## src/rtl/spi_pkg.sv

```systemverilog
// Shared types and constants for the SPI master core.
package spi_pkg;

    // Frame sequencer states
    typedef enum logic [2:0] {
        IDLE,
        SETUP,
        SHIFT,
        NEXT,
        HOLD,
        GAP
    } spi_state_t;

    // SPI mode 0: clock idles low, data sampled on the rising edge
    localparam logic SPI_CPOL = 1'b0;
    localparam logic SPI_CPHA = 1'b0;

    // Default transfer word width
    localparam int unsigned DATA_W_DEF = 8;

    // Half-period counter width, sized for the largest legal divider (255)
    localparam int unsigned HALF_CNT_W = $clog2(255);

endpackage

```

## src/rtl/spi_clk_div.sv

```systemverilog
// Half-period timer: one-cycle tick every CLK_DIV cycles while enabled.
module spi_clk_div
    import spi_pkg::*;
#(
    parameter int unsigned CLK_DIV = 2
) (
    input  logic clk,
    input  logic rst,
    input  logic en,
    output logic tick
);

    localparam logic [HALF_CNT_W-1:0] LAST_CNT = HALF_CNT_W'(CLK_DIV - 1);

    logic [HALF_CNT_W-1:0] cnt;

    // Free-running count while enabled; wraps on tick, clears when disabled
    always_ff @(posedge clk or posedge rst) begin
        if (rst) begin
            cnt <= '0;
        end else if (!en || (cnt == LAST_CNT)) begin
            cnt <= '0;
        end else begin
            cnt <= cnt + HALF_CNT_W'(1);
        end
    end

    assign tick = en && (cnt == LAST_CNT);

endmodule

```

## src/rtl/spi_master_core.sv

```systemverilog
// SPI mode-0 master: byte stream in, serial frame out, sampled bytes back as pulses.
module spi_master_core
    import spi_pkg::*;
#(
    parameter int unsigned CLK_DIV = 2,
    parameter int unsigned DATA_W  = DATA_W_DEF
) (
    input  logic              clk,
    input  logic              rst,
    input  logic              tx_valid,
    output logic              tx_ready,
    input  logic [DATA_W-1:0] tx_data,
    input  logic              tx_last,
    output logic              rx_valid,
    output logic [DATA_W-1:0] rx_data,
    output logic              busy,
    output logic              spi_clk,
    output logic              spi_ss,
    output logic              mosi,
    input  logic              miso
);

    localparam int unsigned BIT_W = $clog2(DATA_W);
    localparam logic [BIT_W-1:0] LAST_BIT = BIT_W'(DATA_W - 1);

    spi_state_t        state, state_n;
    logic              tick;
    logic              div_en;
    logic              hs;
    logic              rise;
    logic              fall;
    logic              last_fall;
    logic              ready_n;
    logic [DATA_W-1:0] tx_sr;
    logic [DATA_W-1:0] rx_sr;
    logic              last_q;
    logic [BIT_W-1:0]  bit_cnt;

    assign div_en = (state == SETUP) || (state == SHIFT) ||
                    (state == HOLD)  || (state == GAP);
    assign busy   = (state != IDLE);

    spi_clk_div #(
        .CLK_DIV (CLK_DIV)
    ) u_div (
        .clk  (clk),
        .rst  (rst),
        .en   (div_en),
        .tick (tick)
    );

    // State register
    always_ff @(posedge clk or posedge rst) begin
        if (rst) begin
            state <= IDLE;
        end else begin
            state <= state_n;
        end
    end

    // Next-state decode and per-cycle datapath strobes
    always_comb begin
        state_n   = state;
        hs        = 1'b0;
        rise      = 1'b0;
        fall      = 1'b0;
        last_fall = 1'b0;
        case (state)
            IDLE, NEXT: begin
                if (tx_valid && tx_ready) begin
                    hs      = 1'b1;
                    state_n = SETUP;
                end
            end
            SETUP: begin
                if (tick) state_n = SHIFT;
            end
            SHIFT: begin
                if (tick) begin
                    if (!spi_clk) begin
                        rise = 1'b1;
                    end else begin
                        fall = 1'b1;
                        if (bit_cnt == LAST_BIT) begin
                            last_fall = 1'b1;
                            state_n   = last_q ? HOLD : NEXT;
                        end
                    end
                end
            end
            HOLD: begin
                if (tick) state_n = GAP;
            end
            GAP: begin
                if (tick) state_n = IDLE;
            end
            default: state_n = IDLE;
        endcase
        // Ready is held off for the cycle rx_valid pulses so the two never coincide
        ready_n = (state_n == IDLE) || ((state_n == NEXT) && !last_fall);
    end

    // Serial datapath, handshake outputs and slave select
    always_ff @(posedge clk or posedge rst) begin
        if (rst) begin
            tx_ready <= 1'b0;
            rx_valid <= 1'b0;
            rx_data  <= '0;
            spi_clk  <= SPI_CPOL;
            spi_ss   <= 1'b1;
            mosi     <= 1'b0;
            tx_sr    <= '0;
            rx_sr    <= '0;
            last_q   <= 1'b0;
            bit_cnt  <= '0;
        end else begin
            tx_ready <= ready_n;
            rx_valid <= last_fall;
            if (hs) begin
                tx_sr   <= tx_data;
                last_q  <= tx_last;
                mosi    <= tx_data[DATA_W-1];
                spi_ss  <= 1'b0;
                bit_cnt <= '0;
            end
            if (rise) begin
                spi_clk <= 1'b1;
                rx_sr   <= {rx_sr[DATA_W-2:0], miso};
            end
            if (fall) begin
                spi_clk <= 1'b0;
                bit_cnt <= bit_cnt + BIT_W'(1);
                if (!last_fall) begin
                    tx_sr <= {tx_sr[DATA_W-2:0], 1'b0};
                    mosi  <= tx_sr[DATA_W-2];
                end
            end
            if (last_fall) begin
                rx_data <= rx_sr;
            end
            if ((state == HOLD) && tick) begin
                spi_ss <= 1'b1;
            end
        end
    end

endmodule

```

## config.mk

```make
export PLATFORM = sky130hd
export DESIGN_NAME = spi_master_core
export DESIGN_NICKNAME = d
export VERILOG_FILES = /design/src/rtl/spi_pkg.sv /design/src/rtl/spi_clk_div.sv /design/src/rtl/spi_master_core.sv
export SDC_FILE = /design/constraint.sdc
export NUM_CORES = 1
export LEC_CHECK = 0
export CAP_MARGIN = 25
export CORE_ASPECT_RATIO = 1.1
export CORE_UTILIZATION = 30
export CTS_BUF_LIST = sky130_fd_sc_hd__clkbuf_4
export CTS_CLUSTER_SIZE = 30
export DETAILED_ROUTE_END_ITERATION = 8
export HOLD_SLACK_MARGIN = 0.06
export PLACE_DENSITY = 0.47
export SLEW_MARGIN = 30
export SYNTH_ARGS = -nofsm -noshare
export SYNTH_HDL_FRONTEND = slang
export SYNTH_HIERARCHICAL = 1
export SYNTH_SLANG_ARGS = --single-unit
```

## constraint.sdc

```tcl
create_clock -name clk -period 7.3 [get_ports clk]
set_input_delay 2.19 -clock clk [delete_from_list [all_inputs] [get_ports clk]]
set_output_delay 2.19 -clock clk [all_outputs]
set_load 0.02 [all_outputs]
```

# Word level (Yosys, flattened, before mapping)
# Cells that the tools add are included.
dict set report totals {
  ff_bits 44
  in_bits 13
}
dict set report op_classes {
  addsub 2
  eq_ne 8
  muxes 34
  n_reduce_logical 18
}
# operator count
set ops {}
lappend ops {{8-bit 2-to-1 mux} 4}
lappend ops {{3-bit 2-to-1 mux} 10}
lappend ops {{1-bit 2-to-1 mux} 19}
lappend ops {{3-bit one-hot mux with 5 select lines} 1}
lappend ops {{3-bit by 2-bit == test with 1-bit output, second input constant} 3}
lappend ops {{3-bit == test, second input constant} 3}
lappend ops {{8-bit by 1-bit adder with 8-bit output, second input constant} 1}
lappend ops {{8-bit by 1-bit == test with 1-bit output, second input constant} 1}
lappend ops {{3-bit zero test} 2}
lappend ops {{2-bit nonzero test} 3}
lappend ops {{1-bit logical OR} 5}
lappend ops {{1-bit logical AND} 4}
lappend ops {{3-bit by 1-bit adder with 3-bit output, second input constant} 1}
lappend ops {{3-bit by 1-bit == test with 1-bit output, second input constant} 1}
lappend ops {{3-bit nonzero test} 1}
lappend ops {{1-bit zero test} 2}
lappend ops {{2-bit OR reduction} 1}

# Logic depth before layout (Yosys ltp)
# Gate-level depths: netlist of the first run.
dict set report logic_depth {
  ltp_word 10
  ltp_mapped 10
}

# Hierarchy
# Netlist of the first run, hierarchy kept.
# mod instances cells_each area_per_inst_um2 seq_area_each_um2
set modules_own_cells {}
lappend modules_own_cells {spi_master_core 1 126 1599.0 877.1}
lappend modules_own_cells {spi_clk_div 1 41 405.4 200.2}

# Worst setup path before layout of the first run
# Ideal clock, no wire load.
dict set report synth_path {
  path_type {reg-to-output}
  start {register state[1]}
  end {output busy}
  arrival_time_ns 0.996
  required_time_ns 5.110
  setup_slack_ns 4.114
  path_stages_with_launch 3
  path_cell_list {dfrtp_1 -> buf_2 -> or3_1}
}
dict set report synth_between {
  elab_chain_cells 1
}
# element line
set synth_lines {}
lappend synth_lines {{start: declaration} spi_master_core.sv:26} ;# spi_state_t state, state_n;
lappend synth_lines {{start signal: assignment} spi_master_core.sv:57} ;# state <= state_n;
lappend synth_lines {{3-bit nonzero test} spi_master_core.sv:41} ;# assign busy = (state != IDLE);
lappend synth_lines {{end: declaration} spi_master_core.sv:16} ;# output logic busy,
# Every way passes these cells.

# Worst setup path in the final report of the first run
# Ends and elaborated chain as after synthesis.

==> run metrics, run 1 <==
status=finished, final reports clean; Via Count=roughly 1300; Cell variety after synth=41; GPL Wtd Cong=approximately 0.76; Core ar.=~6300 sq um; total grt overflow=0; drt drc=0; RSZ-0062 raised after global routing=false; crit start category=register; Post-Syn Area per Cell=between 10 and 15 sq um; post_cts resized=0; Yosys top cell by area=dfrtp_1; maximum clock rate=roughly 0.25 GHz; synthesized area=2000 sq um; most area-consuming cells after synthesis=dfrtp_1 52%, mux2_1 9.6%, mux2i_1 4.5%; final hold vios=0; Via-to-Cell Ratio=about 4.9; number of synthesized register bits=43; most common library cells after synthesis=42 x dfrtp_1, 17 x mux2_1, 15 x nor2_1; die width=about 80 um; full die area=~7000 sq um; syn_nets=around 180; Mapped Cells=roughly 170; clock skew=6.93 ps; layout cells sized above 1=0.0928; CP max stage cell=dfrtp_1; drt first pass iters=4; asr flop ratio synth=1.00; overall routed net length=between 3000 and 4000 um; number of global-route vias before repair=between 1000 and 1500; min cycle time layout=approximately 4000 ps; Worst Path Required=between 5000 and 6000 ps; initial antenna violation count=0; CP max FO=13; layout net count=approximately 210; CP endpoint kind=primary output; sequential element share of the synthesized area=0.537; H-Tree Depth=2; Area growth, synth to finish=18.2%; crit path kind=reg -> out; setup repair bufs after CTS=0; CTS Buf Count=5; Fin Setup TNS=0 ps; crit path cell chain=or3_1 -> clkdlybuf4s50_1; Longest Clk Path Bufs=2; clk sinks=43; DR WL/cell=approximately 13 um; fin area=2370 sq um; PwrDens=308 nW/um^2; post-route ant nets=0; Worst VDD drop=0.000139 V; cell family with most CP delay=flip-flops; clk_lat worst skew=approximately 350 ps; final design utilization=0.376; relative slew slack=0.537; starting DRC count in detailed routing=between 70 and 80; Period Utilization, post-route=0.552; cell with the most instances after synthesis=dfrtp_1; Most used DFF post-synth=dfrtp_1; Post-synth EDFFs=0; root buffer cell=clkbuf_4; largest net degree at the start of global routing=36; row count=30; Leak Pwr=roughly 0.0010 uW; Final Max Tran Viols=0; CP max stage delay=540 ps; CP Buf/Inv Count=1; clk slew on worst S/H paths=between 100 and 150 ps; total track usage=0.120; Placed Area=2320 sq um; ANT cells=0; total of max-cap violations=0; Final Setup Violations=0; CTS tree=done; initial core utilization=0.318; hold_ws=around 500 ps; area share of the largest cell type after synthesis=0.524; IO buf count=26; HPWL Detailed=~2600 um; Synth warnings=6; crit path DAT=1840 ps; Chip Height=87.7 um; IO Pins=27; first-pass GRT wire length=roughly 6400 um; Post-CTS Hold Buffers=0; Slew @ Worst Pin=between 600 and 700 ps; Hold Path Class=reg -> reg
-- layout by cell type, fill, tap and decap left out, drive strengths merged, types with 3 or more instances in the layout --
| cell | n |
|---|---|
| nand2 | 4 |
| o21ai | 7 |
| xor2 | 3 |
| ha | 4 |
| nand3 | 5 |
| mux2 | 18 |
| and2 | 4 |
| nor3 | 3 |
| a21oi | 11 |
| clkdlybuf4s50 | 26 |
| or3 | 5 |
| mux2i | 9 |
| clkinv | 3 |
| dfrtp | 42 |
| nor2 | 16 |
| inv | 7 |
| clkbuf | 5 |
-- cell type report --
cell class	count	area, sq um
fill	629	3940
clock buffer	5	37.5
inverter	8	30.0
timing repair buffer	27	268
multi-input combinational	109	847
sequential	43	1080
tap	80	100
clock inverter	2	8.76
-- worst register-to-register path: cells and delay by family (launching register included) --
kind	cells	cell delay, ps
fa+ha+maj	1	140
simple gates	4	1910
flops	1	450
buf+inv	1	80
mux	1	380
-- report_power, final --
part	leakage, uW	internal, uW	total (uW)	switching (uW)
Combinational	0.000440	124	247	124
Clock	0.0000285	34.2	106	71.5
Sequential	0.000533	311	378	67.2
Total	0.00100	468	731	262
-- flip-flops by register name (all words and copies together) (netlist names), 3 cells and up --
name,count
rx_data,8
rx_sr,8
u_div/cnt,8
tx_sr,7
bit_cnt,3
state,3
-- path summary, 6_finish.rpt --
kind                       slack (ps)  depth (start not counted)         start            to
setup / recovery                 3270                          2      state[1]          busy
max in group asynchronous        4690                          3           rst        spi_ss
setup reg to reg                 4240                          7  u_div/cnt[1]    rx_data[5]
min in group asynchronous        2120                          2           rst  u_div/cnt[5]
hold / removal                    500                          1      rx_sr[7]      rx_sr[7]
hold reg to reg                   500                          1      rx_sr[7]      rx_sr[7]
-- per-stage QoR --
step | std cells | power (uW) | setup WS, ps
global route | 274 | 790 | 3150
detailed placement | 267 | 632 | 3110
finish | 274 | 731 | 3270
global placement | 267 | 619 | 3210
floorplan | 167 | 552 | 4110
CTS | 274 | 744 | 3230
-- cells by family after synthesis --
logic type	count (synthesis)	synth area share
compound gates	28	0.0924
simple gates	46	0.137
buf+inv	15	0.0431
xor+xnor	4	0.0175
flops	43	0.537
fa+ha+maj	4	0.0250
mux	27	0.148
-- layer usage --
metal | GRT usage | vias up | routed length (um)
met3 | 0.0344 | 8 | 138
met5 | 0 | - | 0
met2 | 0.200 | 22 | 1830
li1 | - | 640 | -
met1 | 0.144 | 660 | 1630
met4 | 0.0536 | 0 | 67
Note: power is estimated with default switching activity, not from simulation.
==> inputs of run 2 (changes only) <==
==> constraint.sdc (replaced) <==
create_clock -name clk -period 4.2 [get_ports clk]
set_input_delay 1.26 -clock clk [delete_from_list [all_inputs] [get_ports clk]]
set_output_delay 1.26 -clock clk [all_outputs]
set_load 0.02 [all_outputs]
==> run 2 against run 1 <==
  * Clock power increased by 86%
  * Sequential power up 74%
  * Hold slack got worse by 1.5 ps
  * Cell count increased by 0.73%
  * Global-route usage is 0.49 points lower
  * Critical path type unchanged
  * Register-to-register slack got worse by 3100 ps
  * Worst setup slack got worse by 2200 ps
  * Critical path depth stayed put
  * Core utilization increased by 0.20 points
  * Flip-flop and latch count did not move
==> run metrics, run 2 (synthesized netlist as in run 1, its figures left out) <==
hold_ws=between 500 and 600 ps; RSZ-0062 raised after global routing=false; Chip Height=87.7 um; clock skew=1.90 ps; Hold Path Class=reg -> reg; relative slew slack=0.520; Longest Clk Path Bufs=2; fill count=between 600 and 700; area of the multi-input gates=about 840 sq um; CP Capture Point=busy; status=finished, final reports clean; clk_lat worst skew=between 300 and 400 ps; total of max-cap violations=0; Area growth, synth to finish=18.8%; CP max FO=13; R2R Setup Slk=between 1000 and 1500 ps; Fin Setup TNS=0 ps; number of global-route vias before repair=around 1300; overall routed net length=approximately 3600 um; GPL Wtd Cong=between 0.7 and 0.8; Core ar.=between 6000 and 7000 sq um; Largest regs=rx_data: 8 flops, rx_sr: 8 flops, u_div/cnt: 8 flops; crit path DAT=1840 ps; R2R Path Start=u_div/cnt[1]; full die area=around 7000 sq um; CTS tree=done; ANT cells=0; Leak Pwr=0.00101 uW; drt drc=0; DR WL/cell=between 10 and 15 um; PwrDens=536 nW/um^2; clk slew on worst S/H paths=~110 ps; largest net degree at the start of global routing=19; maximum clock rate=approximately 0.32 GHz; crit path kind=reg -> out; setup repair bufs after CTS=0; IO buf count=26; Slew @ Worst Pin=roughly 700 ps; Worst VDD drop=approximately 0.00022 V; post-route ant nets=0; Worst Path Required=2940 ps; IO Pins=27; initial core utilization=0.318; clk sinks=43; FF-to-FF End=rx_data[0]; total grt overflow=0; crit start category=register; final hold vios=0; CP endpoint kind=primary output; row count=30; Period Utilization, post-route=0.738; min cycle time layout=3100 ps; die width=between 70 and 80 um; Final Max Tran Viols=0; starting DRC count in detailed routing=64; Post-CTS Hold Buffers=0; layout cells sized above 1=0.107; Via-to-Cell Ratio=about 4.7; Critical Path Start=state[1]; layout net count=approximately 210; root buffer cell=clkbuf_4; CTS Buf Count=5; Final Setup Violations=0; drt first pass iters=4; initial antenna violation count=0; R2R depth=7; first-pass GRT wire length=slightly above 6000 um; total track usage=0.115; Via Count=between 1000 and 1500; hold path cells=1; post_cts resized=0; Register Area=1080 sq um; commonest non-fill, non-tap cells in the layout=42 x dfrtp_1, 26 x clkdlybuf4s50_1, 17 x mux2_1, 15 x nor2_1, 11 x a21oi_1; H-Tree Depth=2; HPWL Detailed=approximately 2700 um; commonest non-fill, non-tap cell in the layout=dfrtp_1
run 2: per-stage QoR:
| step | power (uW) | util | cell area, sq um | worst slack (ps) | std cells |
|---|---|---|---|---|---|
| 3_3_place_gp | 1080 | 0.368 | 2320 | 1330 | 268 |
| 5_1_grt | 1380 | 0.378 | 2380 | 978 | 276 |
| 3_5_place_dp | 1100 | 0.368 | 2320 | 1170 | 268 |
| 2_1_floorplan | 960 | - | 2000 | 1610 | 167 |
| 6_report | 1280 | 0.378 | 2380 | 1100 | 276 |
| 4_1_cts | 1300 | 0.378 | 2380 | 1070 | 276 |
run 2: layout make-up:
type / instances / share of cell area
Clock buffer: 7 / 0.0221
Clock inverter: 1 / 0.00210
Inverter: 8 / 0.0126
Multi-Input combinational cell: 109 / 0.353
Sequential cell: 43 / 0.452
Tap cell: 80 / 0.0420
Timing Repair Buffer: 28 / 0.116
run 2: how the worst min path moves through the flow:
stage,start,to
detailed placement,rx_sr[7],rx_sr[7]
CTS,rx_sr[7],rx_data[7]
floorplan,rx_sr[7],rx_sr[7]
finish,rx_sr[7],rx_data[7]
global route,rx_sr[7],rx_data[7]
global placement,rx_sr[7],rx_data[7]
run 2: per-layer routing:
layer	GRT usage	part of all wire
met5	0	0
met4	0.0536	0.010
met3	0.0281	0.029
met2	0.200	0.52
met1	0.133	0.45
run 2: worst max-delay path, stage by stage, from the launching register on:
cell             delay (ps)
dfrtp_1                 540
or3_1                   420
clkdlybuf4s50_1         550
run 2: power by group:
| part | switching, uW | total (uW) | leakage, uW | internal [uW] |
|---|---|---|---|---|
| sequential | 117 | 656 | 0.000533 | 540 |
| combinational | 208 | 424 | 0.000444 | 216 |
| clock | 118 | 197 | 0.0000361 | 78.3 |
| total | 443 | 1280 | 0.00101 | 834 |
==> inputs of run 3 (changes only) <==
==> constraint.sdc (replaced) <==
create_clock -name clk -period 3.1 [get_ports clk]
set_input_delay 0.93 -clock clk [delete_from_list [all_inputs] [get_ports clk]]
set_output_delay 0.93 -clock clk [all_outputs]
set_load 0.02 [all_outputs]
==> run 3 against run 2 <==
  * Largest power group unchanged
  * Routed wire length decreased by 1.8%
  * Hold slack improved by 5.3 ps
  * Critical path type unchanged
  * First-iteration DRC count decreased by 19%
  * Critical path depth unchanged
  * Via count decreased by 1.2%
  * Total power increased by 42%
==> run metrics, run 3 (synthesized netlist as in run 1, its figures left out) <==
Post-CTS Hold Buffers=0; GPL Wtd Cong=0.715; setup repair bufs after CTS=0; total track usage=0.116; H-Tree Depth=2; post_cts resized=0; CP max FO=13; clk_lat worst skew=between 300 and 400 ps; crit path DAT=~1800 ps; initial antenna violation count=0; Chip Height=~90 um; initial core utilization=0.318; commonest non-fill, non-tap cell in the layout=dfrtp_1; hold_ws=507 ps; clock skew=8.06 ps; root buffer cell=clkbuf_4; Worst VDD drop=around 0.00028 V; RSZ-0062 raised after global routing=false; clk sinks=43; ANT cells=0; Period Utilization, post-route=0.890; Final Setup Violations=0; Hold Path Class=reg -> reg; Leak Pwr=just over 0.001 uW; commonest non-fill, non-tap cells in the layout=42 x dfrtp_1, 26 x clkdlybuf4s50_1, 17 x mux2_1, 15 x nor2_1, 11 x a21oi_1; Via Count=between 1000 and 1500; layout cells sized above 1=0.111; post-route ant nets=0; CP endpoint kind=primary output; min cycle time layout=2760 ps; crit path kind=reg -> out; CTS tree=done; maximum clock rate=~0.36 GHz; Largest regs=rx_data: 8 flops, rx_sr: 8 flops, u_div/cnt: 8 flops; Core ar.=about 6300 sq um; HPWL Detailed=about 2500 um; total of max-cap violations=0; starting DRC count in detailed routing=52; IO Pins=27; Longest Clk Path Bufs=2; Area growth, synth to finish=20.5%; final design utilization=0.383; IO buf count=26; PwrDens=between 700 and 800 nW/um^2; final hold vios=0; status=finished, final reports clean; drt drc=0; drt first pass iters=4; CTS Buf Count=5; full die area=7010 sq um; largest net degree at the start of global routing=36; Fin Setup TNS=0 ps; number of global-route vias before repair=~1400; Final Max Tran Viols=0; clk slew on worst S/H paths=approximately 120 ps; crit start category=register; die width=roughly 80 um; row count=30; relative slew slack=0.688; Slew @ Worst Pin=between 400 and 500 ps; Via-to-Cell Ratio=about 4.6; DR WL/cell=roughly 13 um; total power=between 1500 and 2000 uW; total grt overflow=0; first-pass GRT wire length=just over 6000 um; Worst Path Required=~2200 ps; layout net count=214; overall routed net length=roughly 3500 um
-- run 3: cell count changes in the layout (fill, tap and decap cells not counted), sizes merged --
cell / change
buf: +2
bufinv: +1
clkbuf: -2
clkinv: +1
-- run 3: area by class of cell --
type | instances | area, sq um
Sequential cell | 43 | 1080
Multi-Input combinational cell | 109 | 841
Timing Repair Buffer | 30 | 290
Inverter | 8 | 30.0
Fill cell | 617 | 3890
Tap cell | 80 | 100
Clock inverter | 3 | 38.8
Clock buffer | 5 | 37.5
-- run 3: path summary, 6_finish.rpt --
| path | startpoint | end | slack [ps] | cells past startpoint |
|---|---|---|---|---|
| max in group asynchronous | rst | spi_ss | 1740 | 3 |
| min in group asynchronous | rst | u_div/cnt[3] | 850 | 2 |
| max | state[1] | busy | 340 | 2 |
| min reg2reg | rx_sr[7] | rx_sr[7] | 510 | 1 |
| max reg2reg | u_div/cnt[1] | rx_data[7] | 500 | 7 |
| min | rx_sr[7] | rx_sr[7] | 510 | 1 |
-- run 3: metrics by stage --
step                      cells  cell area, sq um  setup WS, ps
final                       278              2410           341
after global routing        278              2410           235
after CTS                   278              2410           309
after detailed placement    270              2340           466
after global placement      270              2340           567
after floorplan             167              2000           511
-- run 3: worst max-delay path: stages, from the launching register on --
cell and delay [ps]:
dfrtp_1 530, or3_1 410, clkdlybuf4s50_1 540
-- run 3: per-layer routing --
| metal | up-vias | track usage | wire (um) | part of all wire |
|---|---|---|---|---|
| met3 | 5 | 0.0333 | 125 | 0.036 |
| li1 | 646 | - | - | - |
| met1 | 609 | 0.145 | 1690 | 0.48 |
| met4 | 0 | 0.0438 | 56 | 0.016 |
| met2 | 18 | 0.190 | 1650 | 0.47 |
| met5 | - | 0 | 0 | 0 |
-- run 3: report_power, final --
| part | internal (uW) | leakage, uW | switching [uW] |
|---|---|---|---|
| clock network | 166 | 0.0000426 | 180 |
| registers | 731 | 0.000533 | 153 |
| logic | 300 | 0.000454 | 283 |
| total | 1200 | 0.00103 | 616 |
